==> src/rtl/wb_stage.sv <==
// MEM/WB segment register and writeback mux: load extraction, register-file write port,
// and commit pulse/PC/instruction/counter for the trace path.
module wb_stage #(
  parameter int WIDTH   = 32,
  parameter int DEPTH_B = 5
) (
  input  logic               clk,
  input  logic               rst,
  input  logic               en,
  input  logic               flush,
  input  logic               in_valid,
  input  logic [WIDTH-1:0]   in_pc,
  input  logic [WIDTH-1:0]   in_inst,
  input  logic [WIDTH-1:0]   in_alu_res,
  input  logic [WIDTH-1:0]   in_mem_rd,
  input  logic [WIDTH-1:0]   in_pc_add4,
  input  logic [1:0]         in_wb_sel,
  input  logic [2:0]         in_ld_type,
  input  logic [DEPTH_B-1:0] in_rf_wa,
  input  logic               in_rf_we,
  output logic [DEPTH_B-1:0] rf_wa,
  output logic               rf_we,
  output logic [WIDTH-1:0]   rf_wd,
  output logic               commit,
  output logic [WIDTH-1:0]   commit_pc,
  output logic [WIDTH-1:0]   commit_inst,
  output logic [31:0]        commit_cnt
);

  typedef enum logic [1:0] {WB_ALU = 2'd0, WB_LOAD = 2'd1, WB_PC4 = 2'd2, WB_ZERO = 2'd3} wb_sel_e;
  localparam logic [2:0] LD_LH = 3'd1, LD_LB = 3'd2, LD_LHU = 3'd3, LD_LBU = 3'd4;

  logic               valid_q, valid_d, fresh_q, fresh_d, rf_we_q, rf_we_d;
  logic [WIDTH-1:0]   pc_q, pc_d, inst_q, inst_d, alu_res_q, alu_res_d;
  logic [WIDTH-1:0]   mem_rd_q, mem_rd_d, pc_add4_q, pc_add4_d;
  logic [1:0]         wb_sel_q, wb_sel_d;
  logic [2:0]         ld_type_q, ld_type_d;
  logic [DEPTH_B-1:0] rf_wa_q, rf_wa_d;
  logic [31:0]        commit_cnt_q, commit_cnt_d;

  always_comb begin
    // NOTE: every _d gets a default before any branch so no path leaves it unassigned (no latch).
    valid_d   = valid_q;   fresh_d  = 1'b0;      pc_d      = pc_q;
    inst_d    = inst_q;    alu_res_d = alu_res_q; mem_rd_d = mem_rd_q;
    pc_add4_d = pc_add4_q; wb_sel_d = wb_sel_q;  ld_type_d = ld_type_q;
    rf_wa_d   = rf_wa_q;   rf_we_d  = rf_we_q;
    if (flush) begin
      valid_d   = 1'b0;    pc_d     = '0;        inst_d    = '0;
      alu_res_d = '0;      mem_rd_d = '0;        pc_add4_d = '0;
      wb_sel_d  = '0;      ld_type_d = '0;       rf_wa_d   = '0;
      rf_we_d   = 1'b0;
    end else if (en) begin
      valid_d   = in_valid;   fresh_d  = 1'b1;      pc_d      = in_pc;
      inst_d    = in_inst;    alu_res_d = in_alu_res; mem_rd_d = in_mem_rd;
      pc_add4_d = in_pc_add4; wb_sel_d = in_wb_sel;  ld_type_d = in_ld_type;
      rf_wa_d   = in_rf_wa;   rf_we_d  = in_rf_we;
    end
    commit_cnt_d = commit_cnt_q + {31'd0, commit};
  end

  // NOTE: sequential state uses non-blocking assignments so all flops sample pre-edge values.
  always_ff @(posedge clk) begin
    if (rst) begin
      valid_q   <= 1'b0; fresh_q  <= 1'b0; pc_q      <= '0; inst_q  <= '0;
      alu_res_q <= '0;   mem_rd_q <= '0;   pc_add4_q <= '0; wb_sel_q <= '0;
      ld_type_q <= '0;   rf_wa_q  <= '0;   rf_we_q   <= 1'b0;
      commit_cnt_q <= '0;
    end else begin
      valid_q   <= valid_d;   fresh_q  <= fresh_d;  pc_q      <= pc_d;
      inst_q    <= inst_d;    alu_res_q <= alu_res_d; mem_rd_q <= mem_rd_d;
      pc_add4_q <= pc_add4_d; wb_sel_q <= wb_sel_d; ld_type_q <= ld_type_d;
      rf_wa_q   <= rf_wa_d;   rf_we_q  <= rf_we_d;
      commit_cnt_q <= commit_cnt_d;
    end
  end

  logic [1:0]       off;
  logic [7:0]       ld_byte;
  logic [15:0]      ld_half;
  logic [WIDTH-1:0] ld_val;

  always_comb begin
    off = alu_res_q[1:0];
    case (off)
      2'd0:    ld_byte = mem_rd_q[7:0];
      2'd1:    ld_byte = mem_rd_q[15:8];
      2'd2:    ld_byte = mem_rd_q[23:16];
      default: ld_byte = mem_rd_q[31:24];
    endcase
    // Halfword ignores off[0]: misaligned halves silently read the enclosing aligned half.
    ld_half = off[1] ? mem_rd_q[31:16] : mem_rd_q[15:0];
    case (ld_type_q)
      LD_LH:   ld_val = {{(WIDTH-16){ld_half[15]}}, ld_half};
      LD_LB:   ld_val = {{(WIDTH-8){ld_byte[7]}}, ld_byte};
      LD_LHU:  ld_val = {{(WIDTH-16){1'b0}}, ld_half};
      LD_LBU:  ld_val = {{(WIDTH-8){1'b0}}, ld_byte};
      default: ld_val = mem_rd_q;
    endcase
    case (wb_sel_e'(wb_sel_q))
      WB_ALU:  rf_wd = alu_res_q;
      WB_LOAD: rf_wd = ld_val;
      WB_PC4:  rf_wd = pc_add4_q;
      default: rf_wd = '0;
    endcase
  end

  // x0 writes are dropped here because the register file forwards on any address match.
  assign rf_we       = valid_q & rf_we_q & (rf_wa_q != '0);
  assign rf_wa       = rf_wa_q;
  assign commit      = valid_q & fresh_q;
  assign commit_pc   = pc_q;
  assign commit_inst = inst_q;
  assign commit_cnt  = commit_cnt_q;

endmodule

==> config.mk <==
export PLATFORM = sky130hd
export DESIGN_NAME = wb_stage
export DESIGN_NICKNAME = d
export VERILOG_FILES = /design/src/rtl/wb_stage.sv
export SDC_FILE = /design/constraint.sdc
export NUM_CORES = 1
export LEC_CHECK = 0
export ABC_CLOCK_PERIOD_IN_PS = 2810
export CORE_UTILIZATION = 45
export DETAILED_ROUTE_END_ITERATION = 10
export PLACE_DENSITY_LB_ADDON = 0.08
export SYNTH_ARGS = -nofsm -noshare
export SYNTH_HDL_FRONTEND = slang
export SYNTH_SLANG_ARGS = --single-unit
==> constraint.sdc <==
create_clock -name clk -period 2.81 [get_ports clk]
set_input_delay 0.281 -clock clk [delete_from_list [all_inputs] [get_ports clk]]
set_output_delay 0.281 -clock clk [all_outputs]
set_load 0.02 [all_outputs]
==> results.md <==
Status:
- The flow ran to the end, and the final reports show no timing, DRC or antenna violations.

Worst setup path:
- Along the worst path, the maximum fanout reaches 23.
- The data arrival time of the critical path is 2380 ps.
- The class of the most critical setup path is register to output port.
- For the worst setup path, the data required time is 2530 ps.
- The kind of end point of the critical path is an output port.
- The largest incremental delay on the critical path is 410 ps.
- The slowest stage of the critical path belongs to the cell or3_1.
- The worst setup path is launched from a register.
- The signal on the critical path passes through or3_1 -> and2_1 -> buf_4 -> o21ai_0 -> o22ai_1 -> clkbuf_2.

Yosys:
- The cell area that synthesis handed to floorplanning was 0.00883 mm².
- The post-synthesis net count is 1122.
- The most numerous cell in the Yosys netlist is dfxtp_1.
- The share of the synthesized netlist area taken by xor and xnor gates is 1.49%.
- After Yosys synthesis, and, or, nand and nor cells account for 15.0% of the synthesized area.
- After technology mapping, the gate count stands at 944.
- The post-synthesis compound-gate area fraction is 8.82%.
- The adder-cell area share of the yosys netlist is 0.284%.
- Measured against the total synthesized area, the mux share comes to 24.3%.
- The Yosys step of the flow raised 0 warnings.
- The register bit total from synthesis is 205.
- For this run, asynchronously set or reset flops after synthesis account for 0%.
- The unique cell type count in the Yosys netlist is 42.
- The average size of a mapped cell is 9.35 µm².
- After synthesis, the most frequently instantiated cells are 205 x dfxtp_1, 204 x mux2i_1, 199 x nor2_1.
- By area the synthesized netlist is led by dfxtp_1 46%, mux2i_1 23%, nor2_1 8.5%.
- The most instantiated flip-flop cell in the synthesis netlist is dfxtp_1.
- Summing the sequential cell areas from Yosys gives 46.5% of the chip area.
- The top cell type by area accounts for 46.5% of the synthesized area.
- The main combinational cell family by area after synthesis is multiplexers.
- Counting flops with a built-in enable in the synthesized netlist gives 0.
- The biggest area contributor in the post-synthesis netlist is dfxtp_1.

Floorplanning:
- In this run the core area contains 50 standard-cell rows.
- In this run the standard cell core region covers 0.0190 mm².
- The number of placed I/O pins is 311.
- The vertical extent of the die is 142 µm.
- The initial core utilization is 46.6%.
- The floorplan step defined a die boundary enclosing 0.0202 mm².
- In this run the horizontal extent of the chip is 142 µm.

Placed design:
- Once detailed placement completed, the half-perimeter wirelength came to 18700 µm.
- Port buffering added 310 buffers.
- The placer's final routability congestion estimate is 0.843.
- The placed cell area is 0.0122 mm².

Timing:
- Based on the critical path, the design can be clocked at up to 376 MHz.
- In this run the tightest slew margin relative to its limit is 58.7%.
- The worst path uses 94.5% of the clock period.
- The slew at the pin closest to its max-slew limit is 620 ps.
- Setup repair after global routing left no endpoint under its margin.
- The max-slew violation count is 0.
- The tightest hold path in the finished design has a slack of 338 ps.
- The number of failing hold endpoints at the final stage is 0.
- The final setup TNS is 0 ps.
- Clock skew on the completed layout was measured at 6.04 ps.
- Counting I/O delays and the setup requirement, the final critical path takes 2660 ps.
- Setup violations remaining at the end of the flow were counted as 0.

Hold path:
- The path type of the worst min-delay path is primary input to register.

GRT:
- Entering global routing, the biggest net connects 73 pins.
- The initial antenna violation count is 3.
- The number of global-route vias before repair is 7525.
- The first global-routing pass estimated 40700 µm of wire.
- The overflow left after global routing is 0.
- Global routing consumed, over all layers together, 25.4% of the routing resources.

Final layout:
- The final layout contains 1414 nets.
- Cells with a size suffix above 1 make up 8.55% of the layout.
- The synthesis-to-layout area growth is 47.8%.
- The summed area of non-filler cells in the final layout is 0.0130 mm².
- The final core utilization is 68.8%.
- After filler insertion, the fill cell instance count of the layout stands at 1549.

Clock tree:
- The TritonCTS buffer count is 24.
- TritonCTS built the clock tree.
- The later pin in the worst-skew pair is clocked with a latency of 500 ps.
- In this run the clock root is driven by a clkbuf_16.
- In this run the number of H-tree levels came out at 1.
- Hold repair after CTS inserted 0 buffers.
- The number of buffers on the longest clock path is 3.
- The clock slew at the register clock pins of the worst setup and hold paths is 60 ps.
- The clock net in this run drives a total of 205 sinks.

Power:
- The peak supply drop is 0.000406 V.
- Power comes to 7260 µW.
- For this design the static power due to leakage is 0.00525 µW.
- For this design the ratio of total power to cell area is 556 mW/mm².

Routing:
- The detailed router finished its first iteration with 376 violations.
- For this run, design rule violations remaining after detail routing come to 0.
- The routed layout has 7891 vias.
- The antenna violation net count after detailed routing is 0.
- The first detailed-routing pass ran for 5 iterations.
- The average wire per cell in the routed design is 17.4 µm.
- The routed wire length is 26300 µm.
- The mean number of vias per cell is 5.21.

Run:
- Max-cap violations in this run came to 0.
-- sequential cells by signal, indices dropped and copies added, names as in the netlist --
signal / count
commit_pc: 32
mem_rd_q: 32
commit_inst: 32
alu_res_q: 32
commit_cnt: 32
wb_sel_q: 2
ld_type_q: 3
rf_we_q: 1
fresh_q: 1
pc_add4_q: 32
rf_wa: 5
valid_q: 1
-- cell usage in the layout, fill, tap and decap left out, drive strengths merged, types with 5 or more instances in the layout --
cell | netlist | routed
nand4 | 10 | 10
dfxtp | 205 | 205
clkinv | 0 | 5
o21ai | 46 | 46
nor4 | 6 | 6
mux2 | 9 | 9
or3 | 8 | 8
mux2i | 204 | 204
nand2 | 29 | 29
nor2 | 199 | 199
a31oi | 7 | 7
dlymetal6s2s | 0 | 7
a21oi | 28 | 28
clkdlybuf4s50 | 0 | 277
o22ai | 24 | 24
o31ai | 7 | 7
clkbuf | 47 | 53
bufinv | 0 | 5
or4 | 9 | 9
xor2 | 6 | 6
nand3 | 9 | 9
buf | 21 | 27
o211ai | 9 | 9
xnor2 | 9 | 9
inv | 14 | 14
or4b | 5 | 5
-- power by group --
group          internal, µW  switching, µW
logic                   490            398
clock network          2130           1200
registers              2990           54.2
-- path summary, 6_finish.rpt --
check,cells past startpoint,start,end,slack (ps)
worst max-delay path,6,ld_type_q[2],rf_wd[20],150
worst min-delay path,3,en,commit_pc[12],340
worst max register to register,4,commit_cnt[7],commit_cnt[31],620
worst min register to register,2,commit_pc[28],commit_pc[28],490
-- routing by layer --
| layer | track usage, % | vias up | share of wire [%] | wire (µm) |
|---|---|---|---|---|
| met3 | 7.57 | 50 | 9.0 | 2370 |
| met1 | 33.2 | 3647 | 44 | 11500 |
| met4 | 9.00 | 0 | 2.8 | 733 |
| met2 | 39.7 | 299 | 45 | 11800 |
| li1 | - | 3895 | - | - |
| met5 | 0 | - | 0 | 0 |
-- per-stage QoR --
step                setup slack, ps  cells
floorplan                       609    944
global placement                265   1468
detailed placement              234   1468
CTS                            5.79   1511
global route                   50.0   1515
finish                          153   1516
-- final cells by class --
| cell class | count | area, µm² | share of cell area (%) |
|---|---|---|---|
| multi-input combinational | 657 | 4420 | 33.8 |
| sequential | 205 | 4110 | 31.5 |
| timing repair buffer | 334 | 3280 | 25.2 |
| clock buffer | 31 | 668 | 5.12 |
| tap | 260 | 325 | 2.49 |
| clock inverter | 11 | 183 | 1.40 |
| inverter | 14 | 52.6 | 0.403 |
| antenna | 4 | 10.0 | 0.0767 |
-- critical path, delay by kind of cell, from the launching register on --
family | cells | cell delay (ps)
compound gates | 2 | 510
buf+inv | 2 | 380
flops | 1 | 390
simple gates | 2 | 590
-- kinds of logic (layout without fill, tap and decap cells) --
group / count (synthesis) / in the layout
compound gates: 131 / 131
buf+inv: 82 / 390
fa+ha+maj: 2 / 2
flops: 205 / 205
mux: 213 / 213
other cells: 0 / 4
simple gates: 296 / 296
xor+xnor: 15 / 15
-- what timing repair did --
item                       4_1_cts  5_1_grt
gates resized for setup         38       55
setup buffers                    1        1
setup endpoints to repair       32       31
pin swaps                        1        1
Note: power is estimated with default switching activity, not from simulation.
